<file path="src/rtl/uart_imem_loader.sv">
// UART boot loader: receives 9-byte 8N1 frames and turns each valid write frame
// into one 32-bit SIB write on the instruction-memory debug port; also gates cpu_hold.
module uart_imem_loader #(
  parameter int CLKS_PER_BIT  = 434,
  parameter int FRAME_TIMEOUT = 65536,
  parameter bit HOLD_AT_RESET = 1'b1
) (
  input  logic        clk,
  input  logic        reset,
  input  logic        uart_rxd,
  output logic [15:0] sib_addr,
  output logic        sib_sel,
  output logic        sib_enable,
  output logic        sib_write,
  output logic [31:0] sib_wdata,
  output logic [3:0]  sib_mask,
  input  logic [31:0] sib_rdata,
  input  logic        sib_ready,
  input  logic        sib_resp,
  output logic        cpu_hold,
  output logic [7:0]  err_cnt,
  output logic [15:0] wr_cnt,
  output logic [1:0]  rx_state_dbg,
  output logic [3:0]  parse_state_dbg,
  output logic [1:0]  sib_state_dbg
);

  // SIB handshake: a transfer is SETUP for one cycle (sel=1, enable=0), then ACCESS
  // (sel=1, enable=1) held until the target raises sib_ready; sib_resp is valid with ready.

  localparam int CNT_W = $clog2(CLKS_PER_BIT);
  localparam int TO_W  = $clog2(FRAME_TIMEOUT);
  localparam logic [CNT_W-1:0] BIT_M1  = CNT_W'(CLKS_PER_BIT - 1);
  localparam logic [CNT_W-1:0] HALF_M1 = CNT_W'(CLKS_PER_BIT / 2 - 1);
  localparam logic [TO_W-1:0]  TO_M1   = TO_W'(FRAME_TIMEOUT - 1);

  typedef enum logic [1:0] {RX_IDLE, RX_START, RX_DATA, RX_STOP} rx_state_t;
  typedef enum logic [3:0] {P_SYNC, P_CMD, P_A0, P_A1, P_D0, P_D1, P_D2, P_D3, P_CHK} p_state_t;
  typedef enum logic [1:0] {S_IDLE, S_SETUP, S_ACCESS} s_state_t;

  rx_state_t rx_state;
  p_state_t  p_state;
  s_state_t  s_state;

  logic             rxd_s1, rxd_s2, rxd_prev;
  logic [CNT_W-1:0] clk_cnt;
  logic [2:0]       bit_idx;
  logic [7:0]       shift, rx_byte;
  logic             byte_valid, frame_err;

  logic [TO_W-1:0]  to_cnt;
  logic [7:0]       cmd, chk_acc;
  logic [15:0]      addr;
  logic [31:0]      data;

  logic chk_byte, frame_good, wr_go, frame_reject, timeout_hit, parse_err;
  logic sib_done_ok, sib_err;
  logic [1:0] err_inc;
  logic [8:0] err_sum;
  logic unused_rdata;

  assign unused_rdata    = ^sib_rdata;
  assign rx_state_dbg    = rx_state;
  assign parse_state_dbg = p_state;
  assign sib_state_dbg   = s_state;

  // Receiver: start bit confirmed at half a bit, then every sample lands mid-bit.
  always_ff @(posedge clk or negedge reset) begin
    if (!reset) begin
      rxd_s1 <= 1'b1; rxd_s2 <= 1'b1; rxd_prev <= 1'b1;
      rx_state <= RX_IDLE; clk_cnt <= '0; bit_idx <= '0;
      shift <= '0; rx_byte <= '0; byte_valid <= 1'b0; frame_err <= 1'b0;
    end else begin
      rxd_s1 <= uart_rxd;
      rxd_s2 <= rxd_s1;
      rxd_prev <= rxd_s2;
      byte_valid <= 1'b0;
      frame_err <= 1'b0;
      case (rx_state)
        RX_IDLE: if (rxd_prev && !rxd_s2) begin
          clk_cnt <= '0;
          rx_state <= RX_START;
        end
        RX_START: if (clk_cnt == HALF_M1) begin
          clk_cnt <= '0;
          bit_idx <= '0;
          rx_state <= rxd_s2 ? RX_IDLE : RX_DATA;
        end else clk_cnt <= clk_cnt + CNT_W'(1);
        RX_DATA: if (clk_cnt == BIT_M1) begin
          clk_cnt <= '0;
          shift <= {rxd_s2, shift[7:1]};
          if (bit_idx == 3'd7) rx_state <= RX_STOP;
          else bit_idx <= bit_idx + 3'd1;
        end else clk_cnt <= clk_cnt + CNT_W'(1);
        RX_STOP: if (clk_cnt == BIT_M1) begin
          clk_cnt <= '0;
          rx_state <= RX_IDLE;
          if (rxd_s2) begin
            rx_byte <= shift;
            byte_valid <= 1'b1;
          end else frame_err <= 1'b1;
        end else clk_cnt <= clk_cnt + CNT_W'(1);
        default: rx_state <= RX_IDLE;
      endcase
    end
  end

  always_comb begin
    chk_byte     = byte_valid && (p_state == P_CHK);
    frame_good   = chk_byte && (chk_acc == rx_byte) &&
                   (cmd == 8'h01 || cmd == 8'h02 || cmd == 8'h03) &&
                   !(cmd == 8'h01 && addr[1:0] != 2'b00);
    wr_go        = frame_good && (cmd == 8'h01) && (s_state == S_IDLE);
    frame_reject = chk_byte && (!frame_good || (cmd == 8'h01 && s_state != S_IDLE));
    timeout_hit  = (p_state != P_SYNC) && !byte_valid && !frame_err && (to_cnt == TO_M1);
    parse_err    = frame_err || timeout_hit || frame_reject;
    sib_done_ok  = (s_state == S_ACCESS) && sib_ready && !sib_resp;
    sib_err      = (s_state == S_ACCESS) && sib_ready && sib_resp;
    err_inc      = {1'b0, parse_err} + {1'b0, sib_err};
    err_sum      = {1'b0, err_cnt} + {7'd0, err_inc};
  end

  // Frame parser; the checksum accumulates CMD through D3.
  always_ff @(posedge clk or negedge reset) begin
    if (!reset) begin
      p_state <= P_SYNC; to_cnt <= '0; cmd <= '0; chk_acc <= '0;
      addr <= '0; data <= '0; cpu_hold <= HOLD_AT_RESET;
    end else if (frame_err) begin
      p_state <= P_SYNC;
      to_cnt <= '0;
    end else if (byte_valid) begin
      to_cnt <= '0;
      case (p_state)
        P_SYNC: if (rx_byte == 8'hA5) p_state <= P_CMD;
        P_CMD: begin cmd <= rx_byte; chk_acc <= rx_byte; p_state <= P_A0; end
        P_A0: begin addr[7:0] <= rx_byte; chk_acc <= chk_acc ^ rx_byte; p_state <= P_A1; end
        P_A1: begin addr[15:8] <= rx_byte; chk_acc <= chk_acc ^ rx_byte; p_state <= P_D0; end
        P_D0, P_D1, P_D2, P_D3: begin
          data <= {rx_byte, data[31:8]};
          chk_acc <= chk_acc ^ rx_byte;
          p_state <= p_state_t'(p_state + 4'd1);
        end
        P_CHK: begin
          p_state <= P_SYNC;
          if (frame_good && cmd == 8'h02) cpu_hold <= 1'b0;
          if (frame_good && cmd == 8'h03) cpu_hold <= 1'b1;
        end
        default: p_state <= P_SYNC;
      endcase
    end else if (p_state != P_SYNC) begin
      if (timeout_hit) begin
        p_state <= P_SYNC;
        to_cnt <= '0;
      end else to_cnt <= to_cnt + TO_W'(1);
    end
  end

  always_ff @(posedge clk or negedge reset) begin
    if (!reset) begin
      s_state <= S_IDLE; sib_addr <= '0; sib_wdata <= '0; sib_sel <= 1'b0;
      sib_enable <= 1'b0; sib_write <= 1'b0; sib_mask <= '0;
    end else begin
      case (s_state)
        S_IDLE: if (wr_go) begin
          sib_addr <= addr; sib_wdata <= data; sib_sel <= 1'b1;
          sib_write <= 1'b1; sib_mask <= 4'hF; s_state <= S_SETUP;
        end
        S_SETUP: begin sib_enable <= 1'b1; s_state <= S_ACCESS; end
        S_ACCESS: if (sib_ready) begin
          sib_addr <= '0; sib_wdata <= '0; sib_sel <= 1'b0;
          sib_enable <= 1'b0; sib_write <= 1'b0; sib_mask <= '0;
          s_state <= S_IDLE;
        end
        default: s_state <= S_IDLE;
      endcase
    end
  end

  // A frame rejection and a failed SIB completion in the same cycle count as two errors.
  always_ff @(posedge clk or negedge reset) begin
    if (!reset) begin
      err_cnt <= '0;
      wr_cnt <= '0;
    end else begin
      err_cnt <= err_sum[8] ? 8'hFF : err_sum[7:0];
      if (sib_done_ok) wr_cnt <= wr_cnt + 16'd1;
    end
  end

endmodule

</file>
<file path="config.mk">
export PLATFORM = sky130hd
export DESIGN_NAME = uart_imem_loader
export DESIGN_NICKNAME = d
export VERILOG_FILES = /design/src/rtl/uart_imem_loader.sv
export SDC_FILE = /design/constraint.sdc
export NUM_CORES = 1
export LEC_CHECK = 0
export CORE_MARGIN = 5
export CORE_UTILIZATION = 55
export DETAILED_ROUTE_END_ITERATION = 10
export PLACE_DENSITY = 0.79
export REMOVE_ABC_BUFFERS = 1
export SYNTH_ARGS = -nofsm -noshare
export SYNTH_HDL_FRONTEND = slang
export SYNTH_SLANG_ARGS = --single-unit
</file>
<file path="constraint.sdc">
create_clock -name clk -period 3.4 [get_ports clk]
set_clock_uncertainty 0.15 [all_clocks]
set_input_delay 1.02 -clock clk [delete_from_list [all_inputs] [get_ports clk]]
set_output_delay 1.02 -clock clk [all_outputs]
set_load 0.02 [all_outputs]
</file>
==> results of run 1 <==
-- registers in the layout, summed over array words and instances, names as in the netlist, 9 cells and up, named ones only --
register,cells
wr_cnt,16
to_cnt,16
addr,16
data,32
clk_cnt,9
sib_wdata,32
sib_addr,16
-- what timing repair did --
item                       CTS  global route
setup endpoints to repair    0             7
resized for setup            0             2
buffers inserted             0             0
-- area by class of cell --
cell class	instances	area, um2	share of cell area
clock buffers	20	466.7	0.04395
repair buffers	120	1185	0.1116
multi-input cells	530	3565	0.3357
clock inverters	12	168.9	0.01591
flip-flops and latches	196	4910	0.4624
inverters	14	52.55	0.004949
well taps	216	270.3	0.02545
-- critical path, delay by kind of cell, from the launching register on --
kind,cells,cell delay [ns]
AND/OR/NAND/NOR,6,0.99
flip-flops,1,0.38
buffers and inverters,1,0.08
adder cells (fa/ha/maj),3,0.82
AO/OA/AOI/OAI,3,0.62
-- cell usage in the layout (no fill, tap or decap), types with 24 or more instances in the layout --
cell type	instances
mux2_2	74
xnor2_1	29
nor2_1	36
nand3_1	63
dfrtp_1	192
clkdlybuf4s50_1	91
buf_4	24
o21ai_0	47
a21oi_1	32
nand2_1	91
-- metrics by stage --
step,cells,util
floorplan,740,-
global placement,1076,0.6346
detailed placement,1076,0.6346
CTS,1108,0.6750
global route,1108,0.6757
finish,1108,0.6757
-- path summary, 6_finish.rpt --
kind                                            to  slack (ns)  depth (start not counted)
max reg2reg                   err_cnt[6]$_DFF_PN0_        0.30                         13
min                               rxd_s2$_DFF_PN1_        0.21                          0
max                           err_cnt[6]$_DFF_PN0_        0.30                         13
max in group asynchronous     cpu_hold$_DFFE_PN1P_        1.89                          2
min in group asynchronous  sib_addr[0]$_DFFE_PN0P_        0.43                          1
min reg2reg                       rxd_s2$_DFF_PN1_        0.21                          0
-- power by group through the flow --
stage | clock network, mW | registers [mW] | logic [mW]
finish | 2.13 | 2.43 | 0.311
global route | 2.27 | 2.43 | 0.354
CTS | 2.17 | 2.42 | 0.320
detailed placement | 0 | 2.47 | 0.319
global placement | 0 | 2.47 | 0.305
floorplan | 0 | 2.48 | 0.164
-- per-layer routing --
layer  up-vias  part of all wire  wire (um)  track usage
li1       2932                 -          -            -
met1      3040              0.46       8174       0.2841
met3        30             0.040        720      0.03923
met2       142              0.48       8657       0.3349
met4         0             0.018        323      0.06999
met5         -                 0          0            0
-- logic make-up after synthesis --
group,count (synthesis),share of synthesized area
fa+ha+maj,13,0.01946
buf+inv,61,0.03320
simple gates,266,0.1516
xor+xnor,40,0.04007
mux,87,0.1105
flops,196,0.5616
compound gates,124,0.08359
==> qor.csv, run 1 <==
metric,value,unit
Setup crit start,parse_state_dbg[0]$_DFFE_PN0P_,
Tot GR Track Use,0.2073,
Final TNS setup,0,ns
die area,18520,um2
Die W,136.1,um
Nets,929,
Clock Tree Buf Depth,2,
Post-Syn Area,8742,um2
Synth Flop Type,dfrtp_1,
Synth async-reset ratio,1.000,
"slowest stage delay, CP",0.42,ns
top post-synthesis cells by area,"dfrtp_1 55%, mux2_2 9.5%, nand2_1 3.9%, nand3_1 3.7%, xnor2_1 2.9%",
Psw,1.142,mW
grt total ovfl,0,
share of cells above drive strength 1,0.1738,
Root Buffer,clkbuf_16,
CTS Hold Bufs,0,
VDD IR max,0.4084,mV
Pleak,4.966,nW
CTS tree,yes,
Combinational Power Share,0.064,
n_diodes,0,
maxcap violations,0,
"Arr. time, crit path",3.32,ns
DR vias/cell,5.545,
CP cell instances,inv_1 > ha_1 > and4b_1 > nand3_1 > nor4_2 > o21ai_0 > a211o_1 > fa_1 > ha_1 > and3_1 > nand3_1 > nor3_1 > a21oi_1,
"Seq/Total Area, Yosys",0.5616,
nature of the critical path startpoint,flop,
CP max FO,4,
DRC viols,0,
worst hold slack,0.2064,ns
hold_sp,rxd_s1$_DFF_PN1_,
WL final,17880,um
number of synthesized flops with an enable pin,0,
final worst path period need,3.102,ns
DR WL/cell,16.13,um
Tightest Pin Transition,0.5924,ns
clock network fraction of total power,0.437,
RSZ-0062 raised after global routing,no,
critical path endpoint category,flop,
total power,4.863,mW
initial cell density of the core,0.5564,
CP max stage cell,fa_1,
area share of the leading cell type in the synthesized netlist,0.5496,
Num CTS Buffers,17,
Tcrit/Tclk final,0.9125,
Initial DRT Pass Iterations,5,
Final Cell Area,10620,um2
initial antenna violation count,0,
HPWL Detailed,11780,um
Yosys top cell by area,dfrtp_1,
Placeable Area,15710,um2
Die Y,136.1,um
status,finished clean,
"Avg Cell Area, Syn",11.11,um2
Routed Antenna Nets,0,
Setup Viol. Count Final,0,
max-slew violations,0,
global-route wire length before repair,30950,um
CTS HTree Levels,4,
Critical Path RT,3.61,ns
final setup margin,0.2976,ns
"count leader, synth",dfrtp_1,
pre-CTS WS,0.04014,ns
kind of critical path,reg2reg,
Area Growth Syn to Fin,21.45,%
Synth Warn #,0,
# rows,46,
largest net degree at the start of global routing,76,
Max Fclk,322.3,MHz
distinct cell type count after synthesis,62,
DRT iter0 DRCs,548,
vias in the first global route,6310,
Gate Count Post-Synth,787,
Pint,3.721,mW
Ports,125,
PD cells,458.0,nW/um2
top post-synthesis cells by count,"192 x dfrtp_1, 91 x nand2_1, 74 x mux2_2, 64 x nand3_1, 47 x o21ai_0",
final hold viol count,0,
Placer Congestion,0.8372,
"flops & latches, synth",196,
Sw Ratio,0.2349,
vias,6144,
clk slew on worst S/H paths,0.07,ns
FILL cells,1165,
Hold Crit Class,reg2reg,
Worst R2R Start,parse_state_dbg[0]$_DFFE_PN0P_,
DP Area,9971,um2
clk sinks,196,
Buffers on Ports,92,
sequential power share,0.499,
Slew Limit Headroom,0.6051,
Worst-Skew Late Latency,0.44,ns
Note: power is estimated with default switching activity, not from simulation.
==> run 2: changes to the inputs <==
--- a/config.mk
+++ b/config.mk
@@ -5,10 +5,11 @@
 export SDC_FILE = /design/constraint.sdc
 export NUM_CORES = 1
 export LEC_CHECK = 0
+export CORE_ASPECT_RATIO = 1.2
 export CORE_MARGIN = 5
-export CORE_UTILIZATION = 55
+export CORE_UTILIZATION = 59
 export DETAILED_ROUTE_END_ITERATION = 10
-export PLACE_DENSITY = 0.79
+export PLACE_DENSITY = 0.84
 export REMOVE_ABC_BUFFERS = 1
 export SYNTH_ARGS = -nofsm -noshare
 export SYNTH_HDL_FRONTEND = slang
==> constraint.sdc (replaced) <==
create_clock -name clk -period 3.8 [get_ports clk]
set_clock_uncertainty 0.15 [all_clocks]
set_input_delay 1.14 -clock clk [delete_from_list [all_inputs] [get_ports clk]]
set_output_delay 1.14 -clock clk [all_outputs]
set_load 0.02 [all_outputs]
==> qor.csv, run 2 (synthesis results as in run 1) <==
metric,value,unit
Die Y,143.3,um
CTS HTree Levels,4,
clk sinks,196,
Reg2Reg Capture Point,err_cnt[5]$_DFF_PN0_,
n_diodes,0,
initial cell density of the core,0.6040,
CP bufs+invs,1,
DR vias/cell,5.842,
"commonest cells after routing, fill and taps aside","192 x dfrtp_1, 91 x nand2_1, 91 x clkdlybuf4s50_1",
Largest regs,"data: 32 flops, sib_wdata: 32 flops",
final setup margin,0.1787,ns
final hold viol count,0,
share of cells above drive strength 1,0.1593,
Critical Path RT,3.96,ns
HPWL Detailed,12290,um
VDD IR max,0.4589,mV
Placer Congestion,0.8748,
CP max FO,7,
kind of critical path,reg2reg,
Worst-Skew Late Latency,0.43,ns
Nets,917,
"slowest stage delay, CP",0.45,ns
WL final,18990,um
Pleak,4.900,nW
"commonest non-fill, non-tap cell in the layout",dfrtp_1,
Buffers on Ports,92,
slack of the worst reg-to-reg path,0.18,ns
initial antenna violation count,0,
top cell family by delay on the critical path,simple AND/OR/NAND/NOR gates,
Num CTS Buffers,17,
global-route wire length before repair,31780,um
PD cells,414.8,nW/um2
nature of the critical path startpoint,flop,
Tot GR Track Use,0.2285,
Hold Crit Class,reg2reg,
"Core Util, Final",0.7235,
Max Fclk,276.1,MHz
hold_sp,rxd_s1$_DFF_PN1_,
Ports,125,
vias in the first global route,6367,
CTS tree,yes,
critical path endpoint category,flop,
maxcap violations,0,
vias,6303,
Initial DRT Pass Iterations,5,
DP Area,9836,um2
Root Buffer,clkbuf_16,
Die W,121.1,um
largest net degree at the start of global routing,81,
status,finished clean,
RSZ-0062 raised after global routing,no,
DRT iter0 DRCs,584,
Setup Viol. Count Final,0,
Tightest Pin Transition,1.207,ns
final worst path period need,3.621,ns
CP cell instances,inv_1 > ha_1 > and4b_1 > nand3_1 > nor4_2 > o21ai_0 > a211o_1 > fa_1 > ha_1 > and3_1 > nand3_1 > nand2_1,
Final Cell Area,10470,um2
Tcrit/Tclk final,0.9530,
Clock Tree Buf Depth,2,
DR WL/cell,17.60,um
Placeable Area,14470,um2
Slew Limit Headroom,0.1904,
Area Growth Syn to Fin,19.78,%
grt total ovfl,0,
R2R cell count,12,
Worst R2R Start,parse_state_dbg[0]$_DFFE_PN0P_,
CP Depth,12,
Routed Antenna Nets,0,
clk slew on worst S/H paths,0.07,ns
max-slew violations,0,
"Arr. time, crit path",3.78,ns
CP max stage cell,dfrtp_1,
pre-CTS WS,0.1823,ns
CTS Hold Bufs,0,
Final TNS setup,0,ns
die area,17360,um2
# rows,48,
Worst setup endpoint,err_cnt[5]$_DFF_PN0_,
Setup crit start,parse_state_dbg[0]$_DFFE_PN0P_,
DRC viols,0,
## run 2: changes by cell type in the layout (fill, tap and decap cells not counted), moves of 2 or more
cell / change
buf_4: -10
clkinv_2: +2
clkinv_4: -3
buf_12: -2
## run 2: power breakdown
group          internal (mW)  switching (mW)
sequential              2.12          0.0638
clock                   1.14           0.769
combinational         0.0941           0.155
total                   3.36           0.988
## run 2: worst register-to-register path, stage by stage, from the launching register on
cell and delay (ns):
dfrtp_1 0.45, inv_1 0.16, ha_1 0.28, and4b_1 0.27, nand3_1 0.15, nor4_2 0.35, o21ai_0 0.15, a211o_1 0.35
fa_1 0.43, ha_1 0.24, and3_1 0.24, nand3_1 0.19, nand2_1 0.09
## run 2: worst min-delay path by stage
stage | end | slack (ns) | depth (start not counted)
global route | rxd_s2$_DFF_PN1_ | 0.22 | 0
CTS | rxd_s2$_DFF_PN1_ | 0.21 | 0
finish | rxd_s2$_DFF_PN1_ | 0.21 | 0
floorplan | rxd_s2$_DFF_PN1_ | 0.20 | 0
detailed placement | rxd_s2$_DFF_PN1_ | 0.20 | 0
global placement | rxd_s2$_DFF_PN1_ | 0.20 | 0
## run 2: repair_timing
action,in CTS,in global routing
setup endpoints to repair,0,6
resized for setup,0,1
buffers inserted,0,0
## run 2: final cells by class
class / instances / area, um2
sequential: 196 / 4910
fill: 972 / 4003
multi-input combinational: 530 / 3560
timing repair buffer: 108 / 1070
clock buffer: 20 / 456.7
tap: 200 / 250.2
clock inverter: 11 / 172.7
inverter: 14 / 52.55
## run 2: stage by stage
step | instances | total power, mW | hold slack [ns]
floorplan | 740 | 2.365 | 0.1952
global placement | 1048 | 2.467 | 0.1964
detailed placement | 1048 | 2.478 | 0.1972
CTS | 1079 | 4.374 | 0.2068
global route | 1079 | 4.509 | 0.2156
finish | 1079 | 4.344 | 0.2079
## run 2: routing by layer
metal / track usage / part of all wire
met1: 0.2877 / 0.41
met2: 0.3940 / 0.52
met3: 0.04764 / 0.050
met4: 0.08115 / 0.017
met5: 0 / 0
==> run 3: changes to the inputs <==
--- a/config.mk
+++ b/config.mk
@@ -9,7 +9,7 @@
 export CORE_MARGIN = 5
 export CORE_UTILIZATION = 59
 export DETAILED_ROUTE_END_ITERATION = 10
-export PLACE_DENSITY = 0.84
+export PLACE_DENSITY = 0.81
 export REMOVE_ABC_BUFFERS = 1
 export SYNTH_ARGS = -nofsm -noshare
 export SYNTH_HDL_FRONTEND = slang
==> qor.csv, run 3 (synthesis results as in run 1) <==
metric,value,unit
vias,6246,
status,finished clean,
HPWL Detailed,12180,um
CP bufs+invs,1,
Setup crit start,parse_state_dbg[0]$_DFFE_PN0P_,
Critical Path RT,3.97,ns
initial antenna violation count,0,
# rows,48,
nature of the critical path startpoint,flop,
initial cell density of the core,0.6040,
max-slew violations,0,
largest net degree at the start of global routing,90,
hold_sp,rxd_s1$_DFF_PN1_,
Die W,121.1,um
Tightest Pin Transition,1.123,ns
CTS HTree Levels,4,
clk slew on worst S/H paths,0.07,ns
DP Area,9843,um2
final hold viol count,0,
die area,17360,um2
Root Buffer,clkbuf_16,
VDD IR max,0.3050,mV
"slowest stage delay, CP",0.44,ns
Setup Viol. Count Final,0,
CP max FO,7,
Area Growth Syn to Fin,19.97,%
Tcrit/Tclk final,0.9198,
Final Cell Area,10490,um2
Tot GR Track Use,0.2227,
CP max stage cell,dfrtp_1,
grt total ovfl,0,
final worst path period need,3.495,ns
Worst R2R Start,parse_state_dbg[0]$_DFFE_PN0P_,
global-route wire length before repair,31150,um
Final TNS setup,0,ns
kind of critical path,reg2reg,
CP cell instances,inv_1 > ha_1 > and4b_1 > nand3_1 > nor4_2 > o21ai_0 > a211o_1 > fa_1 > ha_1 > and3_1 > nand3_1 > nand2b_1,
"Arr. time, crit path",3.66,ns
vias in the first global route,6406,
Placeable Area,14470,um2
"commonest cells after routing, fill and taps aside","192 x dfrtp_1, 91 x nand2_1, 91 x clkdlybuf4s50_1",
top cell family by delay on the critical path,simple AND/OR/NAND/NOR gates,
critical path endpoint category,flop,
Initial DRT Pass Iterations,4,
worst hold slack,0.2058,ns
Num CTS Buffers,17,
Nets,918,
share of cells above drive strength 1,0.1623,
PD cells,415.8,nW/um2
Worst-Skew Late Latency,0.43,ns
Die Y,143.3,um
Ports,125,
DR WL/cell,16.71,um
Hold Crit Class,reg2reg,
total power,4.360,mW
CTS tree,yes,
DRT iter0 DRCs,474,
Routed Antenna Nets,0,
DR vias/cell,5.778,
RSZ-0062 raised after global routing,no,
Clock Tree Buf Depth,2,
WL final,18060,um
Placer Congestion,0.8906,
Largest regs,"data: 32 flops, sib_wdata: 32 flops",
maxcap violations,0,
"commonest non-fill, non-tap cell in the layout",dfrtp_1,
Max Fclk,286.1,MHz
n_diodes,0,
clk sinks,196,
Slew Limit Headroom,0.2471,
Buffers on Ports,92,
DRC viols,0,
Pleak,4.894,nW
==> run 3: layer usage <==
metal  share of wire  global-route usage
met1            0.42              0.2824
met2            0.52              0.3762
met3           0.041             0.05039
met4           0.022             0.08473
met5               0                   0
==> run 3: final cells by class <==
cell class                      count  area, um2
Clock buffer                       18      439.2
Clock inverter                     14      198.9
Fill cell                        1003       3986
Inverter                           14      52.55
Multi-Input combinational cell    530       3560
Sequential cell                   196       4910
Tap cell                          200      250.2
Timing Repair Buffer              109       1077
==> run 3: path summary, 6_finish.rpt <==
| check | end | depth (start not counted) | slack, ns |
|---|---|---|---|
| setup / recovery | err_cnt[1]$_DFF_PN0_ | 12 | 0.30 |
| hold / removal | rxd_s2$_DFF_PN1_ | 0 | 0.21 |
| setup reg to reg | err_cnt[1]$_DFF_PN0_ | 12 | 0.30 |
| hold reg to reg | rxd_s2$_DFF_PN1_ | 0 | 0.21 |
| max in group asynchronous | cpu_hold$_DFFE_PN1P_ | 2 | 2.12 |
| min in group asynchronous | sib_wdata[15]$_DFFE_PN0P_ | 1 | 0.60 |
==> run 3: report_power, final <==
group | switching, mW | internal, mW | total [mW]
logic | 0.158 | 0.0956 | 0.253
registers | 0.0643 | 2.12 | 2.19
clock network | 0.793 | 1.13 | 1.92
total | 1.01 | 3.35 | 4.36
==> run 3: repair_timing <==
item / 4_1_cts / 5_1_grt
hold endpoints to repair: 0 / 0
gates resized for setup: 0 / 1
hold buffers: 0 / 0
buffers inserted: 0 / 0
endpoints found under the setup margin: 0 / 6
==> run 3: metrics by stage <==
stage / setup WS (ns) / instances / util
global placement: 0.3771 / 1049 / 0.6801
CTS: 0.2572 / 1081 / 0.7242
global route: 0.06206 / 1081 / 0.7246
finish: 0.3048 / 1081 / 0.7246
detailed placement: 0.2606 / 1049 / 0.6801
floorplan: -1.948 / 740 / -
